**src/rtl/s3g_tx_arbiter_pkg.sv**
```systemverilog
`default_nettype none
// ============================================================================
// s3g_tx_arbiter_pkg : state encodings and requester indices for the arbiter
// Revision : 1.0
// ============================================================================
package s3g_tx_arbiter_pkg;

    localparam int S3G_MAX_PAYLOAD = 32;

    localparam int REQ_EXEC = 0;
    localparam int REQ_BUF  = 1;
    localparam int REQ_EVT  = 2;

    typedef enum logic [1:0] {
        ST_IDLE   = 2'd0,
        ST_START  = 2'd1,
        ST_STREAM = 2'd2,
        ST_DRAIN  = 2'd3
    } arb_state_t;

endpackage
`default_nettype wire

```
**src/rtl/s3g_tx_arbiter_rr_picker.sv**
```systemverilog
`default_nettype none
// ============================================================================
// s3g_tx_arbiter_rr_picker : combinational round-robin priority encoder
// Revision : 1.0
// ============================================================================
module s3g_tx_arbiter_rr_picker #(
    parameter int N  = 3,
    parameter int PW = 2
) (
    input  logic [N-1:0]  mask,
    input  logic [PW-1:0] ptr,
    output logic [N-1:0]  onehot,
    output logic          valid
);

    logic [PW-1:0] w_idx;

    // Scan from ptr upward with wrap; the first set mask bit wins.
    always_comb begin
        onehot = '0;
        valid  = 1'b0;
        w_idx  = '0;
        for (int i = 0; i < N; i++) begin
            w_idx = PW'((int'(ptr) + i) % N);
            if (!valid && mask[w_idx]) begin
                onehot[w_idx] = 1'b1;
                valid         = 1'b1;
            end
        end
    end

endmodule
`default_nettype wire

```
**src/rtl/s3g_tx_arbiter.sv**
```systemverilog
`default_nettype none
// ============================================================================
// s3g_tx_arbiter : per-packet arbitration of reply sources onto s3g_tx
// Revision : 1.0
// ============================================================================
module s3g_tx_arbiter
    import s3g_tx_arbiter_pkg::*;
#(
    parameter int NUM_REQ = 3,
    parameter int MAX_LEN = S3G_MAX_PAYLOAD,
    parameter int TIMEOUT = 4095,
    parameter int PRIO0   = 1
) (
    input  logic                 clk,
    input  logic                 rst_n,
    input  logic [NUM_REQ-1:0]   req_valid,
    input  logic [8*NUM_REQ-1:0] req_len,
    output logic [NUM_REQ-1:0]   req_ack,
    output logic [NUM_REQ-1:0]   grant,
    input  logic [8*NUM_REQ-1:0] req_data,
    input  logic [NUM_REQ-1:0]   req_data_valid,
    output logic [NUM_REQ-1:0]   req_data_ready,
    output logic                 tx_start,
    output logic [7:0]           tx_len,
    output logic [7:0]           tx_data,
    output logic                 tx_data_valid,
    input  logic                 tx_data_ready,
    input  logic                 tx_busy,
    output logic                 err_len,
    output logic                 err_timeout,
    output logic                 active
);

    localparam int PW = (NUM_REQ > 1) ? $clog2(NUM_REQ) : 1;
    localparam int SW = $clog2(TIMEOUT + 1);

    arb_state_t r_state, w_state_next;

    logic [NUM_REQ-1:0] r_grant, r_ack;
    logic [PW-1:0]      r_gidx, r_rr;
    logic [7:0]         r_len, r_cnt;
    logic [SW-1:0]      r_stall;
    logic               r_pad, r_err_len, r_err_timeout;

    logic [NUM_REQ-1:0] w_pick_mask, w_pick_onehot;
    logic               w_pick_valid;
    logic [PW-1:0]      w_win_idx;
    logic [7:0]         w_win_len, w_sel_data;
    logic               w_sel_valid, w_decide, w_reject, w_accept;
    logic               w_streaming, w_xfer;

    function automatic logic [PW-1:0] f_next_ptr(input logic [PW-1:0] w);
        if (int'(w) >= NUM_REQ - 1)
            return (PRIO0 != 0) ? PW'(REQ_BUF) : PW'(0);
        return w + PW'(1);
    endfunction

    // With strict priority the exec path masks everyone else out.
    always_comb begin
        w_pick_mask = req_valid;
        if (PRIO0 != 0) begin
            w_pick_mask = req_valid[REQ_EXEC] ? NUM_REQ'(1) : (req_valid & ~NUM_REQ'(1));
        end
    end

    s3g_tx_arbiter_rr_picker #(
        .N  (NUM_REQ),
        .PW (PW)
    ) u_rr_picker (
        .mask   (w_pick_mask),
        .ptr    (r_rr),
        .onehot (w_pick_onehot),
        .valid  (w_pick_valid)
    );

    always_comb begin
        w_win_idx   = '0;
        w_win_len   = '0;
        w_sel_data  = '0;
        w_sel_valid = 1'b0;
        for (int i = 0; i < NUM_REQ; i++) begin
            if (w_pick_onehot[i]) begin
                w_win_idx = PW'(i);
                w_win_len = req_len[8*i +: 8];
            end
            if (r_grant[i]) begin
                w_sel_data  = req_data[8*i +: 8];
                w_sel_valid = req_data_valid[i];
            end
        end
    end

    // A pending ack blocks a new decision so a requester still holding
    // req_valid for its ack cycle is not picked twice.
    assign w_decide = (r_state == ST_IDLE) && !tx_busy && (r_ack == '0) && w_pick_valid;
    assign w_reject = w_decide && (w_win_len > 8'(MAX_LEN));
    assign w_accept = w_decide && !w_reject;

    always_ff @(posedge clk or negedge rst_n) begin
        if (!rst_n) r_state <= ST_IDLE;
        else        r_state <= w_state_next;
    end

    always_comb begin
        w_state_next   = r_state;
        w_streaming    = (r_state == ST_STREAM);
        tx_start       = (r_state == ST_START);
        tx_data_valid  = w_streaming && (r_pad || w_sel_valid);
        tx_data        = (w_streaming && !r_pad && w_sel_valid) ? w_sel_data : 8'h00;
        req_data_ready = (w_streaming && !r_pad && tx_data_ready) ? (r_grant & req_data_valid) : '0;
        w_xfer         = tx_data_valid && tx_data_ready;
        case (r_state)
            ST_IDLE:   if (w_accept) w_state_next = ST_START;
            ST_START:  w_state_next = (r_len == 8'd0) ? ST_DRAIN : ST_STREAM;
            ST_STREAM: if (w_xfer && (r_cnt + 8'd1 == r_len)) w_state_next = ST_DRAIN;
            ST_DRAIN:  if (!tx_busy) w_state_next = ST_IDLE;
            default:   w_state_next = ST_IDLE;
        endcase
    end

    always_ff @(posedge clk or negedge rst_n) begin
        if (!rst_n) begin
            r_grant       <= '0;
            r_ack         <= '0;
            r_gidx        <= '0;
            r_rr          <= '0;
            r_len         <= '0;
            r_cnt         <= '0;
            r_stall       <= '0;
            r_pad         <= 1'b0;
            r_err_len     <= 1'b0;
            r_err_timeout <= 1'b0;
        end else begin
            r_ack         <= '0;
            r_err_len     <= 1'b0;
            r_err_timeout <= 1'b0;
            if (w_reject) begin
                r_ack     <= w_pick_onehot;
                r_err_len <= 1'b1;
                r_rr      <= f_next_ptr(w_win_idx);
            end
            if (w_accept) begin
                r_ack   <= w_pick_onehot;
                r_grant <= w_pick_onehot;
                r_gidx  <= w_win_idx;
                r_len   <= w_win_len;
                r_cnt   <= '0;
                r_stall <= '0;
                r_pad   <= 1'b0;
            end
            if (w_streaming) begin
                if (w_xfer) begin
                    r_cnt   <= r_cnt + 8'd1;
                    r_stall <= '0;
                end else if (!r_pad && !w_sel_valid) begin
                    // Saturated counter plus one more empty cycle: pad out the frame.
                    if (r_stall == SW'(TIMEOUT)) begin
                        r_pad         <= 1'b1;
                        r_err_timeout <= 1'b1;
                    end else begin
                        r_stall <= r_stall + SW'(1);
                    end
                end
            end
            if ((r_state == ST_DRAIN) && !tx_busy) begin
                r_grant <= '0;
                r_rr    <= f_next_ptr(r_gidx);
                r_len   <= '0;
                r_pad   <= 1'b0;
            end
        end
    end

    assign req_ack     = r_ack;
    assign grant       = r_grant;
    assign tx_len      = r_len;
    assign err_len     = r_err_len;
    assign err_timeout = r_err_timeout;
    assign active      = (r_state != ST_IDLE);

endmodule
`default_nettype wire

```
**config.mk**
```make
export PLATFORM = sky130hd
export DESIGN_NAME = s3g_tx_arbiter
export DESIGN_NICKNAME = d
export VERILOG_FILES = /design/src/rtl/s3g_tx_arbiter_pkg.sv /design/src/rtl/s3g_tx_arbiter_rr_picker.sv /design/src/rtl/s3g_tx_arbiter.sv
export SDC_FILE = /design/constraint.sdc
export NUM_CORES = 1
export LEC_CHECK = 0
export BUFFER_PORTS_ARGS = -buffer_cell sky130_fd_sc_hd__buf_4
export CORE_ASPECT_RATIO = 1.2
export CORE_UTILIZATION = 50
export DETAILED_ROUTE_END_ITERATION = 10
export MAX_ROUTING_LAYER = met4
export PLACE_DENSITY_LB_ADDON = 0.05
export SYNTH_ARGS = -nofsm -noshare
export SYNTH_HDL_FRONTEND = slang
export SYNTH_SLANG_ARGS = --single-unit
```
**constraint.sdc**
```tcl
create_clock -name clk -period 5.95 [get_ports clk]
set_input_delay 1.785 -clock clk [delete_from_list [all_inputs] [get_ports clk]]
set_output_delay 1.785 -clock clk [all_outputs]
set_load 0.005 [all_outputs]
```
* Word-level counts from Yosys, hierarchy flattened
Index checks and enable logic that the tools add are counted.
Storage, ports and cells: register bits after elaboration 43, input port bits 58, output and inout bits 30, logic and storage cells 144
Cells by class: $add $sub $neg 6, divide/modulo/power cells 3, $lt $le $gt $ge 9, equal/unequal tests 8, multiplexer cells 72, bitwise logic cells 3, reduce and logical (&&, ||, !) cells 32
Operator list (count):
- 2-to-1 mux 8 bit | 12
- modulo 32 x 3 -> 32 bit (second input constant) | 2
- 2-to-1 mux 12 bit | 5
- modulo 3 x 3 -> 32 bit (second input constant) | 1
- 2-to-1 mux 1 bit | 29
- 2-to-1 mux 3 bit | 9
- 2-to-1 mux 2 bit | 10
- logical AND 1 bit | 18
- adder 12 x 1 -> 12 bit (second input constant) | 1
- equality test 12 bit (second input constant) | 1
- less-than comparator 2 x 3 -> 1 bit (second input constant) | 3
- adder 8 x 1 -> 8 bit (second input constant) | 1
- equality test 8 bit | 1
- greater-than comparator 8 x 6 -> 1 bit (second input constant) | 1
- logical NOT 8 bit | 1
- one-hot mux 2 bit (4 select lines) | 1
- binary-select mux 1 bit (select 2 bit) | 3
- demux 1 bit (select 2 bit) | 3
- >= comparator 2 x 1 -> 1 bit (second input constant) | 3
- logical NOT 1 bit | 6
- bitwise OR 3 bit | 2
- nonzero test 2 bit | 3
- adder 2 x 1 -> 2 bit (second input constant) | 2
- equality test 2 bit (second input constant) | 2
- 11 further kinds | 13

* Logic depth before layout (Yosys ltp)
Gate-level depths: netlist of run 1.
depth after elaboration 23, depth in mapped cells 14, depth with buffers taken out 11

* Cells and area by module
Synthesis of run 1 repeated with hierarchy kept, for this count alone.
Unflattened totals: cells, all modules 374, area, all modules 3069.2 µm²
By module, submodules not included:
- s3g_tx_arbiter | times used 1, cells each 336, area an instance 2797.7 µm², seq. area each 1076.0 µm²
- s3g_tx_arbiter_rr_picker | times used 1, cells each 38, area an instance 271.5 µm², seq. area each 0.0 µm²

* Worst setup path after synthesis of run 1
Ideal clock, no wire load.
kind in2out, start point in req_data_valid[0], end point out tx_data[0], arrival time 2.461 ns, data required time 4.165 ns, setup slack 1.704 ns, cell stages on the path 5, path buffers 1, path through nand3b_1 -> a31oi_1 -> nand2b_1 -> clkbuf_1 -> nor2_1
On the way: word-level cells in the longest chain between the ends 5
RTL lines:
- start, declared | RTL line s3g_tx_arbiter.sv:21 | input logic [NUM_REQ-1:0] req_data_valid,
- 2-to-1 mux 1 bit (3 in series) | RTL line s3g_tx_arbiter.sv:86 | if (r_grant[i]) begin
- logical AND 1 bit | RTL line s3g_tx_arbiter.sv:109 | tx_data = (w_streaming && !r_pad && w_sel_valid) ? w_sel_data : 8'h00;
- 2-to-1 mux 8 bit | RTL line s3g_tx_arbiter.sv:109
- end, declared | RTL line s3g_tx_arbiter.sv:25 | output logic [7:0] tx_data,
Every way passes these cells.

* Worst setup path after layout of run 1
start point in req_data_valid[1], end point out tx_data[2]
On the way: word-level cells in the longest chain between the ends 4
RTL lines (RTL line):
- 2-to-1 mux 1 bit (2 in series) | s3g_tx_arbiter.sv:86
- logical AND 1 bit | s3g_tx_arbiter.sv:109
- 2-to-1 mux 8 bit | s3g_tx_arbiter.sv:109
Every way passes these cells.

==> results.cfg, run 1 <==
[floorplan]
rows = 30
core-area_sq_um = 5818
start_util = 0.5301
io_pins = 88
die_height_um = 88.04
dieWidth_um = 73.70
die-area_sq_um = 6488

[critical_path]
worstReg2RegStart = r_rr[0]$_DFFE_PN0P_
slowest_delay_ns = 0.31
r2r_end = r_cnt[4]$_DFF_PN0_
arrival_ns = 2.77
cp_max_fo = 8
cp_cell_sequence = buf_4, nand2_1, a31oi_1, nand2b_1, nor2_1, buf_4
end_kind = primary output
critPathSlowestCell = a31oi_1
start_kind = input port
r2r_cells = 10
path_buf_inv = 2
critPathRequiredTime_ns = 4.16
cp_top_family = simple AND/OR/NAND/NOR gates
timing.reg2reg.setup_slack_ns = 2.09
crit_top_cell = buf_4
path_class = in -> out

[job]
cap_viol_max_count = 0

[pwr]
ir_worst_vdd_mv = 0.2222
p_leak_nw = 1.759
pwr_density_cell_nw_per_um2 = 394.9

[placement]
gp_congestion = 0.8600
placedInstanceArea_sq_um = 3769
io_buffer_count = 87
dpl.hpwl_um = 5791

[drt]
firstDrtPassIters = 5
routed_wl_um = 7609
drtIter0Drc = 107
detail-route-antenna-nets = 0
num_vias = 2925
drc = 0
routedWlPerCell_um = 14.75
routed_via_density = 5.669

[clock_network]
numCtsBuffers = 5
cts_tree = yes
cts_num_sinks = 43
cts_root_buf = clkbuf_8
cts_setup_buffers = 0
cts.repair.resized = 0
clk_path_buf_depth = 2
cts_max_level = 2
clk_pin_slew_ns = 0.08
insertion_delay_ns = 0.30
cts_hold_buf = 0

[synthesis]
ys_seq_area_frac = 0.3489
netlist_area_sq_um = 3084
synth_cells = 354
synth_edf_count = 0
ys_ff_latch = 43
ys_types = 63
ys_warn_count = 0
synthArstFlopShare = 1.000
avgSynthCellArea_sq_um = 8.712
synthesis.nets = 423
synthFlopType = dfrtp_1

[timing]
rsz0062_at_grt = false
finalCritPeriodShare = 0.7656
skew_ns = 0.01085
setup_violations = 0
clock.fmax_ghz = 0.2195
finalSetupTns_ns = 0
period_minus_slack_ns = 4.555
slew_headroom = 0.4625
slew_viol_final = 0
tightest_slew_ns = 0.8063
hold_viol_final = 0

[global_route]
overflow = 0
grt_util_all_layers = 0.2516
grt_max_degree = 44
grt_pass1_wl_um = 12280
grt_pass1_vias = 2674
antenna_found_initial = 0

[min_path]
hp-start = r_gidx[1]$_DFFE_PN0P_
whs_path_depth = 2
worstHoldEndpoint = r_gidx[1]$_DFFE_PN0P_
hold_path.class = reg -> reg

[final_layout]
stdcell_area_sq_um = 3854
num_antenna_cells = 0
final_layout_size_suffix_gt1_frac = 0.2569
synthToLayoutAreaGrowth_pct = 24.95
n_fill_cell = 518
fin_nets = 504

[outcome]
status = completed
cell usage after synthesis, types with 4 or more instances:
library cell	number	area (sq um)
nor2_1	34	127.6
a21oi_1	29	145.1
clkbuf_1	8	30.03
xnor2_1	10	87.58
nor4_1	6	37.54
inv_1	7	26.28
a31oi_1	10	62.56
nand2_1	33	123.9
ha_1	11	137.6
o21ai_0	20	100.1
buf_4	4	30.03
nor3_1	8	40.04
nand3_1	17	85.08
nor2b_1	9	56.30
mux2i_1	6	60.06
o211ai_1	5	37.54
a221o_1	9	90.09
nand2b_1	4	25.02
and3_1	10	62.56
dfrtp_1	43	1076
o21a_1	6	45.04
layer usage:
metal | track usage | part of all wire | up-vias
met2 | 0.4320 | 0.50 | 76
li1 | - | - | 1482
met5 | - | 0 | -
met1 | 0.3075 | 0.45 | 1360
met3 | 0.04488 | 0.042 | 7
met4 | 0.05245 | 0.0089 | 0
placed cells by master, fill, tap and decap left out, types with 11 or more instances in the layout:
master / netlist / final
dfrtp_1: 43 / 43
nand2_1: 33 / 33
o21ai_0: 20 / 20
a21oi_1: 29 / 29
buf_4: 4 / 88
ha_1: 11 / 11
nand3_1: 17 / 17
nor2_1: 34 / 34
power breakdown:
part	switching [mW]	leakage [nW]	internal, mW
clock network	0.101	0.0412	0.0821
logic	0.522	1.14	0.392
registers	0.0722	0.582	0.352
worst register-to-register path: stages (launching register included):
cell	delay [ns]
dfrtp_1	0.39
inv_1	0.09
ha_1	0.51
nor2b_1	0.13
o311ai_2	0.68
o211ai_1	0.22
a31oi_1	0.39
nor3_4	0.10
a31oi_4	0.68
nand2_1	0.36
a31oi_1	0.25
kinds of logic (layout without fill, tap and decap cells):
group | count (synthesis) | after routing | synth area share
AND/OR/NAND/NOR | 145 | 145 | 0.2438
AO/OA/AOI/OAI | 113 | 113 | 0.2682
flip-flops | 43 | 43 | 0.3489
buffers and inverters | 22 | 104 | 0.03448
XOR/XNOR | 13 | 13 | 0.03692
adder cells (fa/ha/maj) | 11 | 11 | 0.04462
multiplexers | 7 | 7 | 0.02312
flip-flops by register name, indices dropped and copies added (netlist names), 2 cells and up:
register  count
r_rr          2
req_ack       3
r_gidx        2
r_stall      12
r_state       2
grant         3
tx_len        8
r_cnt         8
worst max path at each step:
stage / start / endpoint / slack, ns / cells past startpoint
2_1_floorplan: req_data_valid[0] / tx_data[0] / 1.70 / 5
3_3_place_gp: req_valid[0] / r_state[1]$_DFFE_PN0P_ / 1.24 / 10
3_5_place_dp: req_valid[0] / r_state[1]$_DFFE_PN0P_ / 1.15 / 10
4_1_cts: req_data_valid[1] / tx_data[2] / 1.36 / 6
5_1_grt: req_valid[0] / r_cnt[4]$_DFF_PN0_ / 1.16 / 10
6_report: req_data_valid[1] / tx_data[2] / 1.39 / 6
area by class of cell:
| cell class | count | area [sq um] | share of cell area |
|---|---|---|---|
| tap | 80 | 100.1 | 0.02597 |
| timing repair buffer | 88 | 660.6 | 0.1714 |
| sequential | 43 | 1076 | 0.2792 |
| clock buffer | 6 | 72.57 | 0.01883 |
| clock inverter | 2 | 12.51 | 0.003247 |
| multi-input combinational | 289 | 1902 | 0.4935 |
| inverter | 8 | 30.03 | 0.007792 |
metrics by stage:
| stage | total power, mW | util | worst slack [ns] | std cells | hold WS (ns) |
|---|---|---|---|---|---|
| after floorplan | 1.125 | - | 1.704 | 354 | 0.4500 |
| after global placement | 1.323 | 0.6477 | 1.236 | 508 | 0.4662 |
| after detailed placement | 1.342 | 0.6477 | 1.147 | 508 | 0.4796 |
| after CTS | 1.528 | 0.6624 | 1.360 | 516 | 0.4990 |
| after global routing | 1.652 | 0.6624 | 1.160 | 516 | 0.5160 |
| final | 1.522 | 0.6624 | 1.395 | 516 | 0.4970 |
Note: power is estimated with default switching activity, not from simulation.
==> run 2, diff against run 1 <==
Settings changed: ABC_AREA set to 1.
Clock period 5.95 ns to 4.55 ns, I/O delays scaled along.
==> run 2 against run 1 <==
Net effect: final cell count grew 15%; highest routed layer unchanged; die area is 3.1% lower; hold slack worse by 0.016 ns; power increased by 47%; largest cell class unchanged; combinational power is 46% higher; count of clock-buffer cells in the layout down 1; first-iteration DRC count up 22%.
==> results.cfg, run 2 <==
[outcome]
status = completed

[critical_path]
arrival_ns = 2.41
r2r_cells = 18
critPathRequiredTime_ns = 3.18
crit_end = tx_data[2]
worstReg2RegStart = r_rr[0]$_DFFE_PN0P_
start_kind = input port
cp_cell_sequence = buf_4, nand2_1, o21ai_0, nand2_1, nand2_1, nand3_1, nor3_1, buf_4
cp_max_fo = 8
slowest_delay_ns = 0.26
path_class = in -> out
crit_top_cell = nand2_1
timing.reg2reg.setup_slack_ns = 1.44
crit_start = req_data_valid[0]
r2r_end = tx_len[4]$_DFFE_PN0P_
critPathSlowestCell = nor3_1
end_kind = primary output

[timing]
worst_slack_ns = 0.7741
setup_violations = 0
slew_viol_final = 0
slew_headroom = 0.6454
finalCritPeriodShare = 0.8299
tightest_slew_ns = 0.5319
hold_viol_final = 0
period_minus_slack_ns = 3.776
skew_ns = 0.01001
finalSetupTns_ns = 0
clock.fmax_ghz = 0.2648
rsz0062_at_grt = false

[pwr]
power_mw = 2.241
p_leak_nw = 2.081
pwr_density_cell_nw_per_um2 = 589.0
ir_worst_vdd_mv = 0.3565

[final_layout]
final_util = 0.6669
num_antenna_cells = 0
top_register = r_stall
largest_register_ffs = 12
final_layout_size_suffix_gt1_frac = 0.2194
multiInputGateArea_sq_um = 1630
finalNonFillerCells = 595
layout_common_cells = nand2_1 (115), buf_4 (87), inv_1 (56)
seq_area_sq_um = 1076
layout_commonest_cell = nand2_1
fin_nets = 583
n_fill_cell = 559
synthToLayoutAreaGrowth_pct = 27.40

[clock_network]
numCtsBuffers = 5
cts_num_sinks = 43
cts_hold_buf = 0
insertion_delay_ns = 0.30
cts.repair.resized = 0
clk_pin_slew_ns = 0.08
cts_root_buf = clkbuf_8
cts_max_level = 2
clk_path_buf_depth = 2
cts_tree = yes
cts_setup_buffers = 0

[global_route]
overflow = 0
grt_pass1_wl_um = 12380
grt_pass1_vias = 2850
antenna_found_initial = 0
grt_util_all_layers = 0.2537
grt_max_degree = 44

[drt]
routed_wl_um = 7255
detail-route-antenna-nets = 0
met1Wirelength_um = 3142
routedWlPerCell_um = 12.19
firstDrtPassIters = 4
wl_met2_um = 3843
top_layer_used = met4
num_vias = 3024
met3_length_um = 240
drtIter0Drc = 131
routed_via_density = 5.082
drc = 0

[placement]
gp_congestion = 0.8225
io_buffer_count = 87
dp_slack_ns = 0.7555
place_inst = 587
dpl.hpwl_um = 5678

[min_path]
hold_path.class = reg -> reg

[synthesis]
synth_cells = 427
netlist_area_sq_um = 2987
synthFlopType = dfrtp_1
avgSynthCellArea_sq_um = 6.994
ys_warn_count = 0
synth_commonest_cells = nand2_1 (115), inv_1 (56), nor2_1 (55)
synth.largest_area_cell = dfrtp_1
synth_top_area_frac = 0.3603
ys_seq_area_frac = 0.3603
synth_area_leaders = dfrtp_1 (36%), nand2_1 (14%), inv_1 (7.0%)
synth_most_common_cell = nand2_1
synth_edf_count = 0
synthArstFlopShare = 1.000
ys_types = 35
ys_ff_latch = 43
synthesis.nets = 496

[floorplan]
core-area_sq_um = 5705
die_height_um = 86.66
die-area_sq_um = 6287
start_util = 0.5235
dieWidth_um = 72.55
io_pins = 88
rows = 30

[job]
cap_viol_max_count = 0
==> run 2: how the worst min path moves through the flow <==
| stage | end | cells past startpoint | slack (ns) | startpoint |
|---|---|---|---|---|
| global route | r_gidx[1]$_DFFE_PN0P_ | 2 | 0.51 | r_gidx[1]$_DFFE_PN0P_ |
| floorplan | r_gidx[0]$_DFFE_PN0P_ | 2 | 0.44 | r_gidx[0]$_DFFE_PN0P_ |
| global placement | r_gidx[0]$_DFFE_PN0P_ | 2 | 0.46 | r_gidx[0]$_DFFE_PN0P_ |
| CTS | r_gidx[0]$_DFFE_PN0P_ | 2 | 0.48 | r_gidx[0]$_DFFE_PN0P_ |
| finish | r_gidx[0]$_DFFE_PN0P_ | 2 | 0.48 | r_gidx[0]$_DFFE_PN0P_ |
| detailed placement | r_gidx[0]$_DFFE_PN0P_ | 2 | 0.46 | r_gidx[0]$_DFFE_PN0P_ |
==> run 2: cells by family after synthesis <==
group / Yosys count / synth area share
AND/OR/NAND/NOR: 246 / 0.3603
buffers and inverters: 69 / 0.09384
flip-flops: 43 / 0.3603
AO/OA/AOI/OAI: 42 / 0.09259
XOR/XNOR: 16 / 0.04692
adder cells (fa/ha/maj): 11 / 0.04608
==> run 2: metal layers <==
| metal | track usage | vias to the layer above |
|---|---|---|
| li1 | - | 1549 |
| met1 | 0.3017 | 1405 |
| met2 | 0.4401 | 66 |
| met3 | 0.03605 | 4 |
| met4 | 0.08021 | 0 |
| met5 | - | - |
==> run 2: power breakdown <==
group,switching [mW],internal [mW],leakage [nW],total [mW]
clock,0.136,0.164,0.0581,0.299
sequential,0.116,0.492,0.582,0.609
combinational,0.823,0.510,1.44,1.33
total,1.08,1.17,2.08,2.24
==> run 2: worst max-delay path, delay by kind of cell <==
| family | cells | cell delay [ns] |
|---|---|---|
| AOI/OAI and AO/OA | 1 | 0.14 |
| and+or+nand+nor | 5 | 0.70 |
| buffers and inverters | 2 | 0.21 |
==> run 2: area by class of cell <==
cell class | instances | share of cell area
well taps | 80 | 0.02631
repair buffers | 87 | 0.1717
flip-flops and latches | 43 | 0.2828
inverters | 62 | 0.06116
clock inverters | 3 | 0.01151
clock buffers | 5 | 0.01809
multi-input cells | 315 | 0.4285
==> run 2: metrics by stage <==
| step | cell area (sq um) | hold WS, ns |
|---|---|---|
| after floorplan | 2987 | 0.4422 |
| after global placement | 3692 | 0.4561 |
| after detailed placement | 3692 | 0.4595 |
| after CTS | 3805 | 0.4807 |
| after global routing | 3805 | 0.5133 |
| final | 3805 | 0.4812 |
